$ cat config.mk
export PLATFORM = sky130hd
export DESIGN_NAME = ccc_cfg_sequencer
export DESIGN_NICKNAME = d
export VERILOG_FILES = /design/src/rtl/ccc_cfg_sequencer.sv
export SDC_FILE = /design/constraint.sdc
export NUM_CORES = 1
export LEC_CHECK = 0
export CORE_AREA = 2 2 76 96
export CTS_BUF_LIST = sky130_fd_sc_hd__clkbuf_4
export DETAILED_ROUTE_END_ITERATION = 7
export DIE_AREA = 0 0 78 98
export GPL_ROUTABILITY_DRIVEN = 0
export HOLD_SLACK_MARGIN = 0.02
export REMOVE_ABC_BUFFERS = 1
export SLEW_MARGIN = 20
export SYNTH_ARGS = -nofsm -noshare
export SYNTH_HDL_FRONTEND = slang
export SYNTH_SLANG_ARGS = --single-unit
$ cat constraint.sdc
create_clock -name PCLK -period 2.6 [get_ports PCLK]
set_input_delay 0.52 -clock PCLK [delete_from_list [all_inputs] [get_ports PCLK]]
set_output_delay 0.52 -clock PCLK [all_outputs]
set_load 0.005 [all_outputs]
$ cat src/rtl/ccc_cfg_sequencer.sv
// Reconfigures CCC output path B or C: bypass, load div/mux codes, wait for stable lock, release.
// Define CCC_SEQ_TIMEOUT_EN to add the LOCK_TIMEOUT abort that reverts the path's previous codes.
module ccc_cfg_sequencer #(
  parameter int unsigned GUARD_CYC    = 4,
  parameter int unsigned SETTLE_CYC   = 16,
  parameter int unsigned LOCK_TIMEOUT = 1024
) (
  input  logic       PCLK,
  input  logic       PRESET,
  input  logic       cfg_req,
  input  logic       cfg_sel,
  input  logic [4:0] cfg_div,
  input  logic [2:0] cfg_mux,
  input  logic       LOCK,
  output logic       busy,
  output logic       cfg_ack,
  output logic       cfg_err,
  output logic [4:0] OBDIV,
  output logic [4:0] OCDIV,
  output logic [2:0] OBMUX,
  output logic [2:0] OCMUX,
  output logic       BYPASSB,
  output logic       BYPASSC
);

  localparam int unsigned DIV_W  = 5;
  localparam int unsigned MUX_W  = 3;
  localparam int unsigned GCNT_W = $clog2(GUARD_CYC + 1);
  localparam int unsigned SCNT_W = $clog2(SETTLE_CYC + 1);
  localparam logic [DIV_W-1:0] DIV_RST = 5'b00011;
  localparam logic [MUX_W-1:0] MUX_RSV = 3'd5;

  generate
    if (GUARD_CYC < 1 || SETTLE_CYC < 1 || LOCK_TIMEOUT < 2) begin : g_bad_param
      $error("ccc_cfg_sequencer: illegal parameter value");
    end
  endgenerate

  typedef enum logic [2:0] {
    S_IDLE, S_BYPASS, S_APPLY, S_WAIT_LOCK, S_RELEASE, S_DONE, S_ERR
  } state_t;

  state_t             r_state, w_state;
  logic [GCNT_W-1:0]  r_gcnt, w_gcnt;
  logic [SCNT_W-1:0]  r_settle, w_settle, w_settle_inc;
  logic               r_err_flag, w_err_flag;
  logic               r_sel, w_sel;
  logic [DIV_W-1:0]   r_div, w_div;
  logic [MUX_W-1:0]   r_mux, w_mux;
  logic [DIV_W-1:0]   r_obdiv, w_obdiv, r_ocdiv, w_ocdiv;
  logic [MUX_W-1:0]   r_obmux, w_obmux, r_ocmux, w_ocmux;
  logic               r_bypassb, w_bypassb, r_bypassc, w_bypassc;
  logic               r_busy, w_busy, r_ack, w_ack, r_err, w_err;
  logic               r_lock_meta, r_lock_s;
  logic               w_settle_done;
`ifdef CCC_SEQ_TIMEOUT_EN
  localparam int unsigned TMO_W = $clog2(LOCK_TIMEOUT + 1);
  logic [TMO_W-1:0]   r_tmo, w_tmo, w_tmo_inc;
  logic [DIV_W-1:0]   r_rev_div, w_rev_div;
  logic [MUX_W-1:0]   r_rev_mux, w_rev_mux;
  logic               w_tmo_done;
`endif

  // LOCK is asynchronous to PCLK; only r_lock_s is used downstream
  always_ff @(posedge PCLK or posedge PRESET) begin
    if (PRESET) begin
      r_lock_meta <= 1'b0;
      r_lock_s    <= 1'b0;
    end else begin
      r_lock_meta <= LOCK;
      r_lock_s    <= r_lock_meta;
    end
  end

  always_ff @(posedge PCLK or posedge PRESET) begin
    if (PRESET) begin
      r_state    <= S_IDLE;
      r_gcnt     <= '0;
      r_settle   <= '0;
      r_err_flag <= 1'b0;
      r_sel      <= 1'b0;
      r_div      <= '0;
      r_mux      <= '0;
      r_obdiv    <= DIV_RST;
      r_ocdiv    <= DIV_RST;
      r_obmux    <= '0;
      r_ocmux    <= '0;
      r_bypassb  <= 1'b1;
      r_bypassc  <= 1'b1;
      r_busy     <= 1'b0;
      r_ack      <= 1'b0;
      r_err      <= 1'b0;
`ifdef CCC_SEQ_TIMEOUT_EN
      r_tmo      <= '0;
      r_rev_div  <= '0;
      r_rev_mux  <= '0;
`endif
    end else begin
      r_state    <= w_state;
      r_gcnt     <= w_gcnt;
      r_settle   <= w_settle;
      r_err_flag <= w_err_flag;
      r_sel      <= w_sel;
      r_div      <= w_div;
      r_mux      <= w_mux;
      r_obdiv    <= w_obdiv;
      r_ocdiv    <= w_ocdiv;
      r_obmux    <= w_obmux;
      r_ocmux    <= w_ocmux;
      r_bypassb  <= w_bypassb;
      r_bypassc  <= w_bypassc;
      r_busy     <= w_busy;
      r_ack      <= w_ack;
      r_err      <= w_err;
`ifdef CCC_SEQ_TIMEOUT_EN
      r_tmo      <= w_tmo;
      r_rev_div  <= w_rev_div;
      r_rev_mux  <= w_rev_mux;
`endif
    end
  end

  assign w_settle_inc  = r_settle + SCNT_W'(1);
  assign w_settle_done = r_lock_s && (w_settle_inc == SCNT_W'(SETTLE_CYC));
`ifdef CCC_SEQ_TIMEOUT_EN
  assign w_tmo_inc  = r_tmo + TMO_W'(1);
  assign w_tmo_done = (w_tmo_inc == TMO_W'(LOCK_TIMEOUT));
`endif

  // Outputs are registered off the next state, so they change on the transition edge
  always_comb begin
    w_state    = r_state;
    w_gcnt     = r_gcnt;
    w_settle   = r_settle;
    w_err_flag = r_err_flag;
    w_sel      = r_sel;
    w_div      = r_div;
    w_mux      = r_mux;
    w_obdiv    = r_obdiv;
    w_ocdiv    = r_ocdiv;
    w_obmux    = r_obmux;
    w_ocmux    = r_ocmux;
    w_bypassb  = r_bypassb;
    w_bypassc  = r_bypassc;
`ifdef CCC_SEQ_TIMEOUT_EN
    w_tmo      = r_tmo;
    w_rev_div  = r_rev_div;
    w_rev_mux  = r_rev_mux;
`endif
    unique case (r_state)
      S_IDLE: begin
        if (cfg_req) begin
          if (cfg_mux >= MUX_RSV) begin
            w_state = S_ERR;
          end else begin
            w_state    = S_BYPASS;
            w_gcnt     = '0;
            w_err_flag = 1'b0;
            w_sel      = cfg_sel;
            w_div      = cfg_div;
            w_mux      = cfg_mux;
            if (cfg_sel) begin
              w_bypassc = 1'b1;
`ifdef CCC_SEQ_TIMEOUT_EN
              w_rev_div = r_ocdiv;
              w_rev_mux = r_ocmux;
`endif
            end else begin
              w_bypassb = 1'b1;
`ifdef CCC_SEQ_TIMEOUT_EN
              w_rev_div = r_obdiv;
              w_rev_mux = r_obmux;
`endif
            end
          end
        end
      end
      S_BYPASS: begin
        if (r_gcnt == GCNT_W'(GUARD_CYC - 1)) begin
          w_gcnt  = '0;
          w_state = S_APPLY;
          if (r_sel) begin
            w_ocdiv = r_div;
            w_ocmux = r_mux;
          end else begin
            w_obdiv = r_div;
            w_obmux = r_mux;
          end
        end else begin
          w_gcnt = r_gcnt + GCNT_W'(1);
        end
      end
      S_APPLY: begin
        if (r_gcnt == GCNT_W'(GUARD_CYC - 1)) begin
          w_gcnt   = '0;
          w_settle = '0;
`ifdef CCC_SEQ_TIMEOUT_EN
          w_tmo    = '0;
`endif
          w_state  = S_WAIT_LOCK;
        end else begin
          w_gcnt = r_gcnt + GCNT_W'(1);
        end
      end
      S_WAIT_LOCK: begin
        w_settle = r_lock_s ? w_settle_inc : '0;
`ifdef CCC_SEQ_TIMEOUT_EN
        w_tmo    = w_tmo_inc;
`endif
        // Settle wins over timeout when both land on the same cycle
        if (w_settle_done) begin
          w_state = S_RELEASE;
          if (r_sel) w_bypassc = 1'b0;
          else       w_bypassb = 1'b0;
`ifdef CCC_SEQ_TIMEOUT_EN
        end else if (w_tmo_done) begin
          w_state    = S_RELEASE;
          w_err_flag = 1'b1;
          if (r_sel) begin
            w_ocdiv   = r_rev_div;
            w_ocmux   = r_rev_mux;
            w_bypassc = 1'b0;
          end else begin
            w_obdiv   = r_rev_div;
            w_obmux   = r_rev_mux;
            w_bypassb = 1'b0;
          end
`endif
        end
      end
      S_RELEASE: w_state = r_err_flag ? S_ERR : S_DONE;
      S_DONE:    w_state = S_IDLE;
      S_ERR:     w_state = S_IDLE;
      default:   w_state = S_IDLE;
    endcase
    w_busy = (w_state != S_IDLE);
    w_ack  = (w_state == S_DONE);
    w_err  = (w_state == S_ERR);
  end

  assign busy    = r_busy;
  assign cfg_ack = r_ack;
  assign cfg_err = r_err;
  assign OBDIV   = r_obdiv;
  assign OCDIV   = r_ocdiv;
  assign OBMUX   = r_obmux;
  assign OCMUX   = r_ocmux;
  assign BYPASSB = r_bypassb;
  assign BYPASSC = r_bypassc;

endmodule
==> impl_metrics.toml, run 1 <==
[global_route]
antenna_found_initial = 0
grt_pass1_wl_um = 6120
grt_max_degree = 44
grt_util_all_layers_pct = 10.1
grt_pass1_vias = 1302
grt.overflow.total = 0

[cts]
cts_sinks = 43
cts_buffers = 5
ctsHoldBuffers = 0
cts_resized = 0
clkTransAtPathRegs_ns = 0.13
cts_max_level = 2
root_buffer = "clkbuf_4"
insertion_delay_ns = 0.34
cts_setup_buffers = 0
cts_max_path_buffers = 2
cts_tree = "done"

[synthesis]
synthArstFlopShare_pct = 100
synth_common_cells = "nand2_1 (39), dfrtp_1 (37), mux2_2 (16)"
yosysMostFrequentCell = "nand2_1"
yosysWarningCount = 0
netlist.area_leader.share_pct = 50.1
synth.area.top_cells = "dfrtp_1 (50%), mux2_2 (9.7%), dfstp_2 (8.5%)"
syn_avg_cell_area_sq_um = 11.3
synth_edf_count = 0
syn_inst = 164
synth.distinct_cells = 42
ys_seq_area_share_pct = 58.6
synth_area_sq_um = 1850
synthFlopType = "dfrtp_1"
ys_ff_latch = 43
synth_largest_area_cell = "dfrtp_1"

[sta]
hold_viol_final = 0
max_freq_ghz = 0.521
relSlewSlack_pct = 58.3
period_needed_ns = 1.92
post-route-period-util_pct = 73.8
maxSlewViolCount = 0
rsz0062_at_grt = "no"
tns_ns = 0
finClkSkew_ns = 0.0128
hold_ws_ns = 0.354
worst_pin_slew_ns = 0.619
setup_viol = 0

[critical_path]
critPathBufInv = 1
arrival_ns = 1.40
path_delay_family = "flip-flops"
crit_path_start_kind = "flop"
r2r_setup_slack_ns = 0.79
reg2reg_depth = 5
r2r_start = "r_gcnt[0]"
slowest_stage = "dfstp_2"
path_cells = "clkdlybuf4s50_1"
r2r_end = "OBMUX[1]"
worstSetupPathType = "reg2out"
required_ns = 2.08
slowest_delay_ns = 0.57
end_kind = "primary output"
path_max_fanout = 2

[floorplan]
start_util_pct = 27.2
ios = 34
die_w_um = 78
dieArea_sq_um = 7640
die_h_um = 98
rows = 34
core_sq_um = 6810

[worst_hold_path]
worstHoldEndpoint = "r_lock_s"
min_path_cells = 0
holdCritStartpoint = "r_lock_meta"
hold_class = "reg2reg"

[route]
drc = 0
drt_iter0_drc = 38
detail_route.wirelength_um = 3630
first_pass_iters = 4
final_antenna_net_count = 0
viasPerCell = 4.39
wl_per_cell_um = 12.4
vias = 1287

[cells_and_area]
seqCellArea_sq_um = 1080
final_nets = 218
num-fill-cells = 704
multi_input_area_sq_um = 726
stdcell_count = 293
antennaDiodeCount = 0
layout-drive-gt1-share_pct = 19.2
synthToLayoutAreaGrowth_pct = 26.7
design_area_sq_um = 2340
final_util_pct = 34.4

[power]
peakVddDrop_v = 0.000400
power_density_nw_per_um2 = 889
p_leak_nw = 1.06

[placement]
dp_cells = 285
port_buffers = 33
placed_area_sq_um = 2290
hpwlAfterDp_um = 2550

[flow_run]
maxCapViolations = 0

[status]
outcome = "finished clean"
-- worst max path at each step --
stage	cells after the start	end	startpoint	slack, ns
floorplan	5	r_gcnt[0]	cfg_mux[0]	0.89
global placement	6	r_gcnt[0]	cfg_mux[0]	0.68
detailed placement	6	r_gcnt[0]	cfg_mux[1]	0.64
CTS	1	BYPASSB	BYPASSB	0.65
global route	1	BYPASSC	BYPASSC	0.60
finish	1	BYPASSB	BYPASSB	0.68
-- placed cells by master (no fill, tap or decap), types with 2 or more instances in the layout --
master,count
o21ai_0,11
nor2_1,6
dfrtp_1,37
mux2_2,16
nand2_2,2
ha_1,3
a21oi_1,2
clkbuf_4,6
clkdlybuf4s50_1,33
nand3_1,2
inv_1,2
nand2b_1,3
and2_1,2
and3_1,2
a32o_1,2
clkinv_1,3
dfstp_2,6
buf_4,3
nand2_1,39
-- cell families (layout without fill, tap and decap cells) --
kind of cell	Yosys count	after routing	synth area share, %
flops	43	43	58.6
fa+ha+maj	3	3	2.03
mux	16	16	9.74
buf+inv	9	48	2.16
compound gates	22	22	7.51
xor+xnor	2	2	0.947
simple gates	69	69	19.0
-- stage by stage --
step	total power, mW	worst slack, ns
2_1_floorplan	1.46	0.891
3_3_place_gp	1.78	0.678
3_5_place_dp	1.79	0.640
4_1_cts	2.12	0.649
5_1_grt	2.24	0.604
6_report	2.08	0.681
-- power breakdown --
part | internal, mW | switching (mW)
Clock | 0.111 | 0.208
Combinational | 0.415 | 0.298
Sequential | 0.880 | 0.171
Total | 1.41 | 0.676
-- cell type report --
type                       instances  share of cell area (%)
clock buffer                       6                    1.92
clock inverter                     2                   0.321
inverter                           4                   0.641
multi-input combinational        112                    31.0
sequential                        43                    46.3
tap                               90                    4.81
timing repair buffer              36                    15.1
-- routing by layer --
metal / part of all wire, % / global-route usage, % / vias to the layer above / routed length, um
met4: 1.6 / 3.64 / 0 / 57
met3: 4.0 / 2.77 / 5 / 147
met5: 0 / 0 / - / 0
met1: 43 / 12.2 / 625 / 1550
met2: 52 / 17.1 / 23 / 1880
li1: - / - / 634 / -
-- flip-flops by register name, summed over array words and instances, names as in the netlist, 3 cells and up --
name      flops
OBDIV         5
OBMUX         3
OCDIV         5
OCMUX         3
r_div         5
r_gcnt        3
r_mux         3
r_settle      5
r_state       3
Note: power is estimated with default switching activity, not from simulation.
==> run 2, diff against run 1 <==
- clock period: 2.6 -> 1.7 ns (I/O delays scaled with it)
==> run 2 against run 1 <==
Net effect:
- utilization increased by 0.92 points
- clock power increased by 53%
- largest cell class unchanged
- register-to-register slack got worse by 0.68 ns
- hold slack got worse by 0.13 ns
- non-clock buffer count increased by 5
- die area unchanged
- sequential share of layout area decreased by 1.2 points
- worst setup slack got worse by 0.57 ns
- global-route usage about the same
- final cell count increased by 1.7%
- sequential power increased by 53%
- combinational power increased by 60%
- critical endpoint is now OCDIV[4]
==> impl_metrics.toml, run 2 (same netlist as run 1, synthesis figures left out) <==
[floorplan]
start_util_pct = 27.2
die_h_um = 98
ios = 34
core_sq_um = 6810
rows = 34
die_w_um = 78
dieArea_sq_um = 7640

[route]
vias = 1319
final_antenna_net_count = 0
drc = 0
drt_iter0_drc = 34
wl_per_cell_um = 12.3
detail_route.wirelength_um = 3680
first_pass_iters = 4
viasPerCell = 4.43

[cts]
cts_sinks = 43
insertion_delay_ns = 0.35
cts_max_path_buffers = 2
clkTransAtPathRegs_ns = 0.13
cts_buffers = 5
cts_max_level = 2
ctsHoldBuffers = 0
cts_tree = "done"
root_buffer = "clkbuf_4"

[global_route]
grt_pass1_vias = 1279
grt.overflow.total = 0
grt_pass1_wl_um = 6070
grt_max_degree = 35
antenna_found_initial = 0
grt_util_all_layers_pct = 10.0

[power]
p_sw_mw = 1.05
p_leak_nw = 1.12
peakVddDrop_v = 0.000722
switching_share_pct = 32.5
p_seq_share_pct = 49.7
p_clk_share_pct = 15.1
intPower_mw = 2.19
power_density_nw_per_um2 = 1350
share_comb_of_total_power_pct = 35.2
total_power_mw = 3.24

[cells_and_area]
layout_commonest_cell = "nand2_1"
design_area_sq_um = 2400
multi_input_area_sq_um = 731
stdcell_count = 298
layout-drive-gt1-share_pct = 22.1
num-fill-cells = 737
final_nets = 223
final_cell_mix = "nand2_1 (39), dfrtp_1 (36), clkdlybuf4s50_1 (27)"
synthToLayoutAreaGrowth_pct = 30.0
antennaDiodeCount = 0
seqCellArea_sq_um = 1080
final_util_pct = 35.3

[critical_path]
crit_path_start_kind = "flop"
path_max_fanout = 8
path_delay_family = "simple AND/OR/NAND/NOR gates"
worstSetupPathType = "reg2reg"
slowest_stage = "dfrtp_1"
r2r_setup_slack_ns = 0.11
worstSetupStartpoint = "r_gcnt[0]"
slowest_delay_ns = 0.40
critPathBufInv = 0
arrival_ns = 1.82
path_cells = "ha_1 > and2b_2 > nand2_2 > nor2_2 > nand2_4 > mux2_2"
required_ns = 1.93
r2r_start = "r_gcnt[0]"
end_kind = "flop"
r2r_end = "OCDIV[4]"
reg2reg_depth = 6

[placement]
placed_area_sq_um = 2340
hpwlAfterDp_um = 2660
port_buffers = 33
dp_cells = 289

[status]
outcome = "finished clean"

[sta]
worst_pin_slew_ns = 0.442
hold_ws_ns = 0.221
setup_viol = 0
post-route-period-util_pct = 93.7
finClkSkew_ns = 0.0191
maxSlewViolCount = 0
period_needed_ns = 1.59
max_freq_ghz = 0.628
hold_viol_final = 0
relSlewSlack_pct = 70.5
rsz0062_at_grt = "no"

[flow_run]
maxCapViolations = 0

[worst_hold_path]
hold_class = "in2async"
run 2: cell count changes in the layout (fill, tap and decap cells not counted):
cell and delta:
dfrtp_2 +1, buf_4 +3, buf_12 +2, nand2_4 +1, o21ai_1 +1, o21ai_0 -1
clkinv_2 +1, clkinv_1 -1, clkdlybuf4s50_1 -6, nand2_2 -1, dfrtp_1 -1, dlygate4sd2_1 +6
run 2: worst max-delay path by stage:
stage	endpoint	slack (ns)	cells after the start
global route	r_settle[4]	0.004	3
detailed placement	BYPASSB	-0.06	5
global placement	busy	0.0006	5
finish	OCDIV[4]	0.11	6
floorplan	r_gcnt[0]	0.12	5
CTS	OCDIV[4]	0.005	6
run 2: power groups by stage:
stage / Combinational, mW / Clock [mW] / Sequential, mW
2_1_floorplan: 0.653 / 0 / 1.58
3_3_place_gp: 1.14 / 0 / 1.63
3_5_place_dp: 1.16 / 0 / 1.63
4_1_cts: 1.14 / 0.517 / 1.61
5_1_grt: 1.26 / 0.560 / 1.66
6_report: 1.14 / 0.488 / 1.61
run 2: routing by layer:
layer | routed length (um) | share of wire [%] | GRT usage [%] | up-vias
met1 | 1550 | 42 | 11.5 | 640
met2 | 1920 | 52 | 17.8 | 31
met3 | 183 | 5.0 | 3.05 | 2
met5 | 0 | 0 | 0 | -
met4 | 25 | 0.68 | 3.24 | 0
li1 | - | - | - | 646
run 2: metrics by stage:
| step | TNS (ns) | setup WS [ns] |
|---|---|---|
| 2_1_floorplan | 0 | 0.119 |
| 3_3_place_gp | 0 | 0.000616 |
| 3_5_place_dp | -0.113 | -0.0556 |
| 4_1_cts | 0 | 0.00510 |
| 5_1_grt | 0 | 0.00384 |
| 6_report | 0 | 0.107 |
run 2: cell type report:
cell class	count	share of cell area (%)
Timing Repair Buffer	41	17.0
Clock inverter	2	0.364
Sequential cell	43	45.1
Inverter	4	0.624
Tap cell	90	4.68
Multi-Input combinational cell	112	30.4
Clock buffer	6	1.87
run 2: timing repair:
action | CTS | global route
setup buffers | 0 | 1
resized for setup | 6 | 3
pin swaps | 0 | 1
setup endpoints to repair | 6 | 11
==> run 3, diff against run 2 <==
- ABC_CLOCK_PERIOD_IN_PS: not set -> 1700
==> results of run 3 <==
The final DEF is identical to that of run 2; final timing and power are the same.
